<file path="config.mk">
export PLATFORM = sky130hd
export DESIGN_NAME = pipe_stage_reg
export DESIGN_NICKNAME = d
export VERILOG_FILES = /design/src/rtl/pipe_pkg.sv /design/src/rtl/pipe_stage_reg_sat_counter.sv /design/src/rtl/pipe_stage_reg.sv
export SDC_FILE = /design/constraint.sdc
export NUM_CORES = 1
export LEC_CHECK = 0
export CORE_MARGIN = 2
export CORE_UTILIZATION = 54
export CTS_CLUSTER_SIZE = 14
export DETAILED_ROUTE_END_ITERATION = 10
export GPL_TIMING_DRIVEN = 0
export PLACE_DENSITY = 0.83
export RECOVER_POWER = 25
export SLEW_MARGIN = 5
export SYNTH_ARGS = -nofsm -noshare
export SYNTH_HDL_FRONTEND = slang
export SYNTH_SLANG_ARGS = --single-unit
</file>
<file path="constraint.sdc">
create_clock -name CLK -period 2.8 [get_ports CLK]
set_input_delay 0.56 -clock CLK [delete_from_list [all_inputs] [get_ports CLK]]
set_output_delay 0.56 -clock CLK [all_outputs]
set_load 0.01 [all_outputs]
</file>
<file path="src/rtl/pipe_pkg.sv">
// Shared constants for the EXE/MEM/WB stage registers: occupancy state encoding
// and the per-stage payload field widths used to size each stage's DATA_W.
package pipe_pkg;

    typedef enum logic [1:0] {
        ST_EMPTY = 2'd0,
        ST_ONE   = 2'd1,
        ST_TWO   = 2'd2
    } state_t;

    localparam int WRID_W    = 5;
    localparam int FMASK_W   = 8;
    localparam int MEMCTRL_W = 7;
    localparam int FLAGS_W   = 8;
    localparam int WORD_W    = 16;

    // Payload widths of the concrete stage boundaries, built from the fields above.
    localparam int EXE_MEM_W = WRID_W + FMASK_W + MEMCTRL_W + FLAGS_W + 2 * WORD_W;
    localparam int MEM_WB_W  = WRID_W + FMASK_W + FLAGS_W + WORD_W;

    function automatic int stage_payload_w(input bit exe_to_mem);
        return exe_to_mem ? EXE_MEM_W : MEM_WB_W;
    endfunction

endpackage

</file>
<file path="src/rtl/pipe_stage_reg_sat_counter.sv">
// Saturating up-counter with a variable increment and asynchronous active-low clear.
module sat_counter #(
    parameter int W     = 16,
    parameter int INC_W = 1
) (
    input  logic             CLK,
    input  logic             RST_N,
    input  logic             en,
    input  logic [INC_W-1:0] inc,
    output logic [W-1:0]     count
);

    logic [W-1:0] count_reg;
    logic [W:0]   sum_next;

    // One guard bit catches the wrap; inc never exceeds the counter range.
    assign sum_next = {1'b0, count_reg} + (W+1)'(inc);

    always_ff @(posedge CLK or negedge RST_N) begin
        if (!RST_N) begin
            count_reg <= '0;
        end else if (en) begin
            count_reg <= sum_next[W] ? {W{1'b1}} : sum_next[W-1:0];
        end
    end

    assign count = count_reg;

endmodule

</file>
<file path="src/rtl/pipe_stage_reg.sv">
// Pipeline stage register with valid/ready handshake, optional 2-entry skid buffer,
// stall-over-flush control and saturating stall/drop debug counters.
module pipe_stage_reg
    import pipe_pkg::*;
#(
    parameter int DATA_W       = 64,
    parameter int SKID_EN      = 1,
    parameter int CLR_ON_FLUSH = 1,
    parameter int CNT_W        = 16
) (
    input  logic              CLK,
    input  logic              RST_N,
    input  logic              in_valid,
    output logic              in_ready,
    input  logic [DATA_W-1:0] in_data,
    output logic              out_valid,
    input  logic              out_ready,
    output logic [DATA_W-1:0] out_data,
    input  logic              stall,
    input  logic              flush,
    output logic [1:0]        occupancy,
    output logic [CNT_W-1:0]  stall_cnt,
    output logic [7:0]        drop_cnt
);

    state_t            state_reg;
    logic [DATA_W-1:0] main_d_reg;
    logic [DATA_W-1:0] skid_q;
    logic              main_v;
    logic              skid_v;
    logic              room;
    logic              acc;
    logic              dep;
    logic              flush_eff;

    assign main_v = (state_reg != ST_EMPTY);
    assign skid_v = (state_reg == ST_TWO);

    // With the skid present, readiness depends only on local state, never on out_ready.
    assign room = (SKID_EN != 0) ? !skid_v : (!main_v || out_ready);

    assign in_ready  = RST_N && !stall && !flush && room;
    assign out_valid = main_v && !stall && !flush;
    assign out_data  = main_d_reg;
    assign occupancy = state_reg;

    assign acc       = in_valid && in_ready;
    assign dep       = out_valid && out_ready;
    assign flush_eff = flush && !stall;

    always_ff @(posedge CLK or negedge RST_N) begin
        if (!RST_N) begin
            state_reg  <= ST_EMPTY;
            main_d_reg <= '0;
        end else if (!stall) begin
            if (flush) begin
                state_reg <= ST_EMPTY;
                if (CLR_ON_FLUSH != 0) begin
                    main_d_reg <= '0;
                end
            end else begin
                case (state_reg)
                    ST_EMPTY: begin
                        if (acc) begin
                            state_reg  <= ST_ONE;
                            main_d_reg <= in_data;
                        end
                    end
                    ST_ONE: begin
                        if (acc && dep) begin
                            main_d_reg <= in_data;
                        end else if (acc && (SKID_EN != 0)) begin
                            state_reg <= ST_TWO;
                        end else if (dep) begin
                            state_reg <= ST_EMPTY;
                        end
                    end
                    ST_TWO: begin
                        if (dep) begin
                            state_reg  <= ST_ONE;
                            main_d_reg <= skid_q;
                        end
                    end
                    default: state_reg <= ST_EMPTY;
                endcase
            end
        end
    end

    generate
        if (SKID_EN != 0) begin : g_skid
            logic [DATA_W-1:0] skid_d_reg;

            always_ff @(posedge CLK or negedge RST_N) begin
                if (!RST_N) begin
                    skid_d_reg <= '0;
                end else if (!stall) begin
                    if (flush) begin
                        if (CLR_ON_FLUSH != 0) begin
                            skid_d_reg <= '0;
                        end
                    end else if ((state_reg == ST_ONE) && acc && !dep) begin
                        skid_d_reg <= in_data;
                    end
                end
            end

            assign skid_q = skid_d_reg;
        end else begin : g_no_skid
            assign skid_q = '0;
        end
    endgenerate

    sat_counter #(
        .W     (CNT_W),
        .INC_W (1)
    ) u_stall_cnt (
        .CLK   (CLK),
        .RST_N (RST_N),
        .en    (stall && main_v),
        .inc   (1'b1),
        .count (stall_cnt)
    );

    // A flush drops exactly the beats held at that edge.
    sat_counter #(
        .W     (8),
        .INC_W (2)
    ) u_drop_cnt (
        .CLK   (CLK),
        .RST_N (RST_N),
        .en    (flush_eff),
        .inc   (occupancy),
        .count (drop_cnt)
    );

endmodule

</file>
==> impl_metrics.py, run 1 <==
metrics = {
    "drt": {
        "drtIter0Drc": 456,
        "ant_nets": 0,
        "drc_errors": 0,
        "viasPerCell": 5.94,
        "maxUsedRoutingLayer": "met4",
        "wl_per_cell_um": 20.3,
        "wl_met2_um": 9000,
        "wl_met3_um": 959,
        "drt_wl_total_um": 17900,
        "drt-met1-wl_um": 7710,
        "drt_first_pass_iters": 5,
        "vias": 5249,
    },
    "timing": {
        "tightestPinTransition_ns": 0.857,
        "slew_headroom_pct": 42.6,
        "maxSlewViolCount": 0,
        "rsz0062_at_grt": "no",
        "hold_viol": 0,
        "fin_crit_sh_pct": 95.2,
        "hold_ws_ns": 0.0817,
        "fin_skew_ns": 0.0103,
        "fmax_mhz": 375,
        "min_period_ns": 2.67,
        "setup_viol": 0,
    },
    "power_and_ir_drop": {
        "finalPower_mw": 6.17,
        "power_density_nw_per_um2": 650,
        "p_leak_nw": 4.45,
        "ir_drop_mv": 0.411,
    },
    "synth": {
        "syn_area_um2": 7030,
        "ys_ff_latch": 154,
        "synthCells": 517,
        "yosysUniqueCellTypes": 45,
        "ys_seq_area_share_pct": 54.8,
        "synth_nets": 591,
        "syn_avg_cell_area_um2": 13.6,
        "yosysWarnings": 0,
    },
    "flow_run": {
        "drv_cap": 0,
    },
    "clock_tree": {
        "clockBufferDepth": 2,
        "cts_buffers": 17,
        "clock_latency_ns": 0.42,
        "path_clk_slew_ns": 0.06,
        "cts-root-buf": "clkbuf_16",
        "cts_setup_buffers": 0,
        "cts.sinks": 154,
        "cts_tree": "yes",
        "h-tree-depth": 4,
    },
    "die": {
        "start_util_pct": 55.5,
        "rows": 41,
        "coreArea_um2": 12700,
        "chipHeight_um": 118,
        "io_pins": 162,
        "die_x_um": 118,
        "die_area_um2": 13900,
    },
    "global_routing": {
        "grt_max_degree": 99,
        "antenna_found_initial": 0,
        "grt-ovfl-total": 0,
        "grt_pass1_vias": 5430,
        "grt_usage_pct": 26.5,
        "grt_pass1_wl_um": 29400,
    },
    "placed_design": {
        "placed_cells": 851,
        "place_area_um2": 8890,
        "detailed_place_hpwl_um": 11900,
        "gp_congestion": 0.873,
        "port_buffers": 161,
    },
    "final_layout": {
        "fin_area_um2": 9500,
        "n_antenna_cell": 0,
        "drive_gt1_share_pct": 18.1,
        "num-nets-final": 772,
        "n_fill_cell": 819,
        "areaGrowthSynthToFinish_pct": 35.1,
        "fin_cells": 883,
    },
    "critical_path": {
        "worst-endpoint-arrival_ns": 2.11,
        "cp-end-kind": "output pin",
        "cp.required_ns": 2.24,
        "crit_type": "in -> out",
        "worst_setup_path_start_kind": "input port",
        "worstPathMaxFanout": 98,
    },
    "min_path": {
        "min_path_type": "in -> async",
    },
    "run_status": {
        "status": "completed",
    },
}
==> critical path, stage by stage <==
cell	delay [ns]
buf_12	0.38
buf_16	0.33
and3_1	0.25
clkdlybuf4s50_1	0.55
==> kinds of logic after synthesis <==
group | Yosys count | synth area share, %
AOI/OAI and AO/OA | 154 | 18.6
DFF | 154 | 54.8
and+or+nand+nor | 86 | 6.67
muxes | 66 | 13.8
buffers and inverters | 41 | 3.83
xor gates and xnor gates | 12 | 1.50
adders and majority gates | 4 | 0.819
==> worst paths after layout <==
check / startpoint / slack (ns) / cells after the start / end
max: RST_N / 0.13 / 4 / in_ready
min: RST_N / 0.08 / 1 / g_skid.skid_d_reg[45]
max reg2reg: occupancy[1] / 0.52 / 5 / out_data[13]
min reg2reg: out_data[59] / 0.51 / 1 / out_data[59]
max in group asynchronous: RST_N / 2.06 / 2 / g_skid.skid_d_reg[15]
min in group CLK: out_data[59] / 0.51 / 1 / out_data[59]
==> layout make-up <==
| type | instances | area (um^2) | area share (%) |
|---|---|---|---|
| well taps | 172 | 215 | 2.27 |
| flip-flops and latches | 154 | 3850 | 40.6 |
| plain buffers | 37 | 254 | 2.67 |
| inverters | 4 | 15.0 | 0.158 |
| clock inverters | 12 | 146 | 1.54 |
| clock buffers | 20 | 457 | 4.81 |
| repair buffers | 162 | 1650 | 17.4 |
| multi-input cells | 322 | 2910 | 30.6 |
==> placed cells by master (no fill, tap or decap), types with 4 or more instances in the layout <==
cell type / synthesis / final
dfrtp_1: 154 / 154
clkinv_2: 0 / 5
mux2_4: 60 / 60
nor2_1: 14 / 14
buf_6: 13 / 13
a22o_1: 128 / 128
mux2_2: 5 / 5
nand4_1: 8 / 8
a21oi_1: 7 / 7
o21ai_0: 5 / 5
buf_2: 11 / 11
clkbuf_1: 12 / 13
nand2b_1: 4 / 4
nand3_1: 8 / 8
nor3_1: 6 / 6
inv_1: 4 / 4
nor4_1: 6 / 6
clkbuf_16: 0 / 17
and4_1: 4 / 4
clkdlybuf4s50_1: 0 / 159
xnor2_1: 9 / 9
nand2_1: 20 / 20
==> synth_stat cells, drive strengths merged <==
cell,count,area share [%]
buf,25,3.0
a22o,128,16
nand4,8,0.71
a221oi,1,0.12
clkbuf,12,0.64
inv,4,0.21
xnor2,9,1.1
nor2,14,0.75
o211ai,2,0.21
nand2,20,1.1
nor4b,1,0.12
nand3b,1,0.11
nor3b,1,0.11
and2,1,0.089
nor2b,3,0.27
dfrtp,154,55
xor2,3,0.37
o41ai,1,0.12
or2b,1,0.12
o21ai,7,0.50
mux2,65,14
mux2i,1,0.14
a21oi,7,0.50
or2,1,0.089
ha,3,0.53
a41oi,1,0.12
a31oi,3,0.48
nor4,6,0.53
o21bai,1,0.11
nand3,8,0.57
or4,2,0.21
o21a,2,0.21
a211oi,1,0.28
and4,4,0.50
fa,1,0.28
nand2b,4,0.36
and3,3,0.27
nor3,8,0.80
==> metal layers <==
metal | up-vias | global-route usage (%)
li1 | 2337 | -
met1 | 2686 | 35.1
met2 | 198 | 43.9
met3 | 28 | 5.86
met4 | 0 | 8.06
met5 | - | 0
==> power breakdown <==
group | switching (mW) | internal (mW) | total (mW) | leakage [nW]
combinational | 0.488 | 0.728 | 1.22 | 2.10
sequential | 0.187 | 2.44 | 2.63 | 2.06
clock | 0.886 | 1.44 | 2.33 | 0.292
==> repair_timing <==
| action | in CTS | in global routing |
|---|---|---|
| resized for setup | 3 | 0 |
| setup endpoints to repair | 2 | 0 |
| hold buffers | 0 | 0 |
==> through the flow <==
| step | utilization (%) | setup TNS (ns) | worst slack [ns] |
|---|---|---|---|
| after floorplan | - | 0 | 0.863 |
| after global placement | 69.9 | -1451.69 | -5.58 |
| after detailed placement | 70.1 | -28.57 | -0.276 |
| after CTS | 74.9 | 0 | 0.0972 |
| after global routing | 74.9 | 0 | 0.00772 |
| final | 74.9 | 0 | 0.134 |
Note: power is estimated with default switching activity, not from simulation.
==> run 2: changes to the inputs <==
--- a/config.mk
+++ b/config.mk
@@ -5,14 +5,15 @@
 export SDC_FILE = /design/constraint.sdc
 export NUM_CORES = 1
 export LEC_CHECK = 0
+export CORE_ASPECT_RATIO = 0.9
 export CORE_MARGIN = 2
 export CORE_UTILIZATION = 54
 export CTS_CLUSTER_SIZE = 14
 export DETAILED_ROUTE_END_ITERATION = 10
 export GPL_TIMING_DRIVEN = 0
+export MAX_ROUTING_LAYER = met4
 export PLACE_DENSITY = 0.83
 export RECOVER_POWER = 25
-export SLEW_MARGIN = 5
 export SYNTH_ARGS = -nofsm -noshare
 export SYNTH_HDL_FRONTEND = slang
 export SYNTH_SLANG_ARGS = --single-unit
==> run 2 against run 1 <==
Effect of this change: utilization is 0.75 points lower; sequential share of layout area grew 0.36 points; via count is 1.3% lower; cell count down 0.91%.
==> impl_metrics.py, run 2 (synthesis results as in run 1) <==
metrics = {
    "run_status": {
        "status": "completed",
    },
    "timing": {
        "min_period_ns": 2.63,
        "maxSlewViolCount": 0,
        "setup_viol": 0,
        "rsz0062_at_grt": "no",
        "fin_skew_ns": 0.00545,
        "setup_ws_ns": 0.174,
        "hold_ws_ns": 0.172,
        "setup_tns_ns": 0,
        "fmax_mhz": 381,
        "slew_headroom_pct": 28.7,
        "tightestPinTransition_ns": 1.07,
        "hold_viol": 0,
        "fin_crit_sh_pct": 93.8,
    },
    "die": {
        "io_pins": 162,
        "rows": 39,
        "chipHeight_um": 112,
        "die_area_um2": 13900,
        "coreArea_um2": 12700,
        "start_util_pct": 55.4,
        "die_x_um": 124,
    },
    "power_and_ir_drop": {
        "power_switching_mw": 1.60,
        "seqPwrFrac_pct": 43.8,
        "power.internal_mw": 4.39,
        "p_clk_share_pct": 36.1,
        "p_leak_nw": 4.42,
        "ir_drop_mv": 0.656,
        "p_sw_share_pct": 26.8,
        "finalPower_mw": 5.99,
        "share_comb_of_total_power_pct": 20.1,
        "power_density_nw_per_um2": 636,
    },
    "global_routing": {
        "grt_max_degree": 81,
        "grt-ovfl-total": 0,
        "antenna_found_initial": 0,
        "grt_pass1_vias": 5518,
        "grt_usage_pct": 26.4,
        "grt_pass1_wl_um": 28700,
    },
    "clock_tree": {
        "cts.sinks": 154,
        "h-tree-depth": 4,
        "path_clk_slew_ns": 0.06,
        "cts_buffers": 17,
        "cts_tree": "yes",
        "clockBufferDepth": 2,
        "cts_setup_buffers": 0,
        "clock_latency_ns": 0.42,
        "cts-root-buf": "clkbuf_16",
    },
    "critical_path": {
        "crit_top_cell": "clkdlybuf4s50_1",
        "slowest_delay_ns": 0.54,
        "worstPathMaxFanout": 10,
        "worst_setup_path_start_kind": "input port",
        "crit_type": "in -> out",
        "critPathSlowestCell": "clkdlybuf4s50_1",
        "cp-end-kind": "output pin",
        "path_cells": "clkdlybuf4s50_1 > buf_2 > nor2_1 > and3_1 > clkdlybuf4s50_1",
        "cp.required_ns": 2.24,
        "worst-endpoint-arrival_ns": 2.07,
    },
    "drt": {
        "drt_first_pass_iters": 5,
        "vias": 5183,
        "viasPerCell": 5.92,
        "ant_nets": 0,
        "wl_per_cell_um": 19.8,
        "drtIter0Drc": 445,
        "drc_errors": 0,
        "drt_wl_total_um": 17300,
    },
    "final_layout": {
        "fin_cells": 875,
        "num-nets-final": 772,
        "final_common_cell": "clkdlybuf4s50_1",
        "finish.utilization_pct": 74.2,
        "n_antenna_cell": 0,
        "fin_area_um2": 9410,
        "drive_gt1_share_pct": 18.3,
        "mostFrequentLayoutCells": "clkdlybuf4s50_1, dfrtp_1, a22o_1",
        "areaGrowthSynthToFinish_pct": 33.9,
    },
    "placed_design": {
        "placed_cells": 843,
        "place_area_um2": 8880,
        "detailed_place_hpwl_um": 11500,
        "gp_congestion": 0.843,
        "port_buffers": 161,
        "place_ws_ns": -0.0253,
    },
    "flow_run": {
        "drv_cap": 0,
    },
    "min_path": {
        "min_path_type": "in -> async",
    },
}
run 2: routing by layer:
layer	global-route usage, %	routed length [um]	vias to the layer above
met5	-	0	-
met4	6.67	189	0
met3	6.24	981	18
met2	41.5	8460	180
met1	35.1	7710	2653
li1	-	-	2332
run 2: area by class of cell:
cell class	count	area, um^2
buffer	37	254
clock buffer	18	429
clock inverter	14	124
fill	835	3270
inverter	4	15.0
multi-input combinational	322	2910
sequential	154	3850
tap	164	205
timing repair buffer	162	1620
run 2: final timing paths:
path | startpoint | endpoint | slack, ns | depth (start not counted)
worst max-delay path | stall | in_ready | 0.17 | 5
worst min-delay path | RST_N | out_data[44] | 0.17 | 1
worst max register to register | occupancy[1] | out_data[17] | 0.52 | 5
worst min register to register | out_data[0] | out_data[0] | 0.51 | 1
max in group asynchronous | RST_N | g_skid.skid_d_reg[22] | 1.03 | 2
min in group CLK | out_data[0] | out_data[0] | 0.51 | 1
run 2: critical path, delay by kind of cell:
family	cells	cell delay (ns)
simple gates	2	0.32
buf+inv	3	1.19
run 2: repair_timing:
action | CTS | global route
setup endpoints to repair | 1 | 1
hold buffers | 0 | 0
resized for setup | 1 | 1
run 2: power groups by stage:
stage	Clock (mW)	Sequential, mW	Combinational [mW]
4_1_cts	2.18	2.62	1.22
3_3_place_gp	0	2.65	1.17
6_report	2.16	2.62	1.21
5_1_grt	2.28	2.65	1.29
3_5_place_dp	0	2.66	1.21
2_1_floorplan	0	2.71	0.477
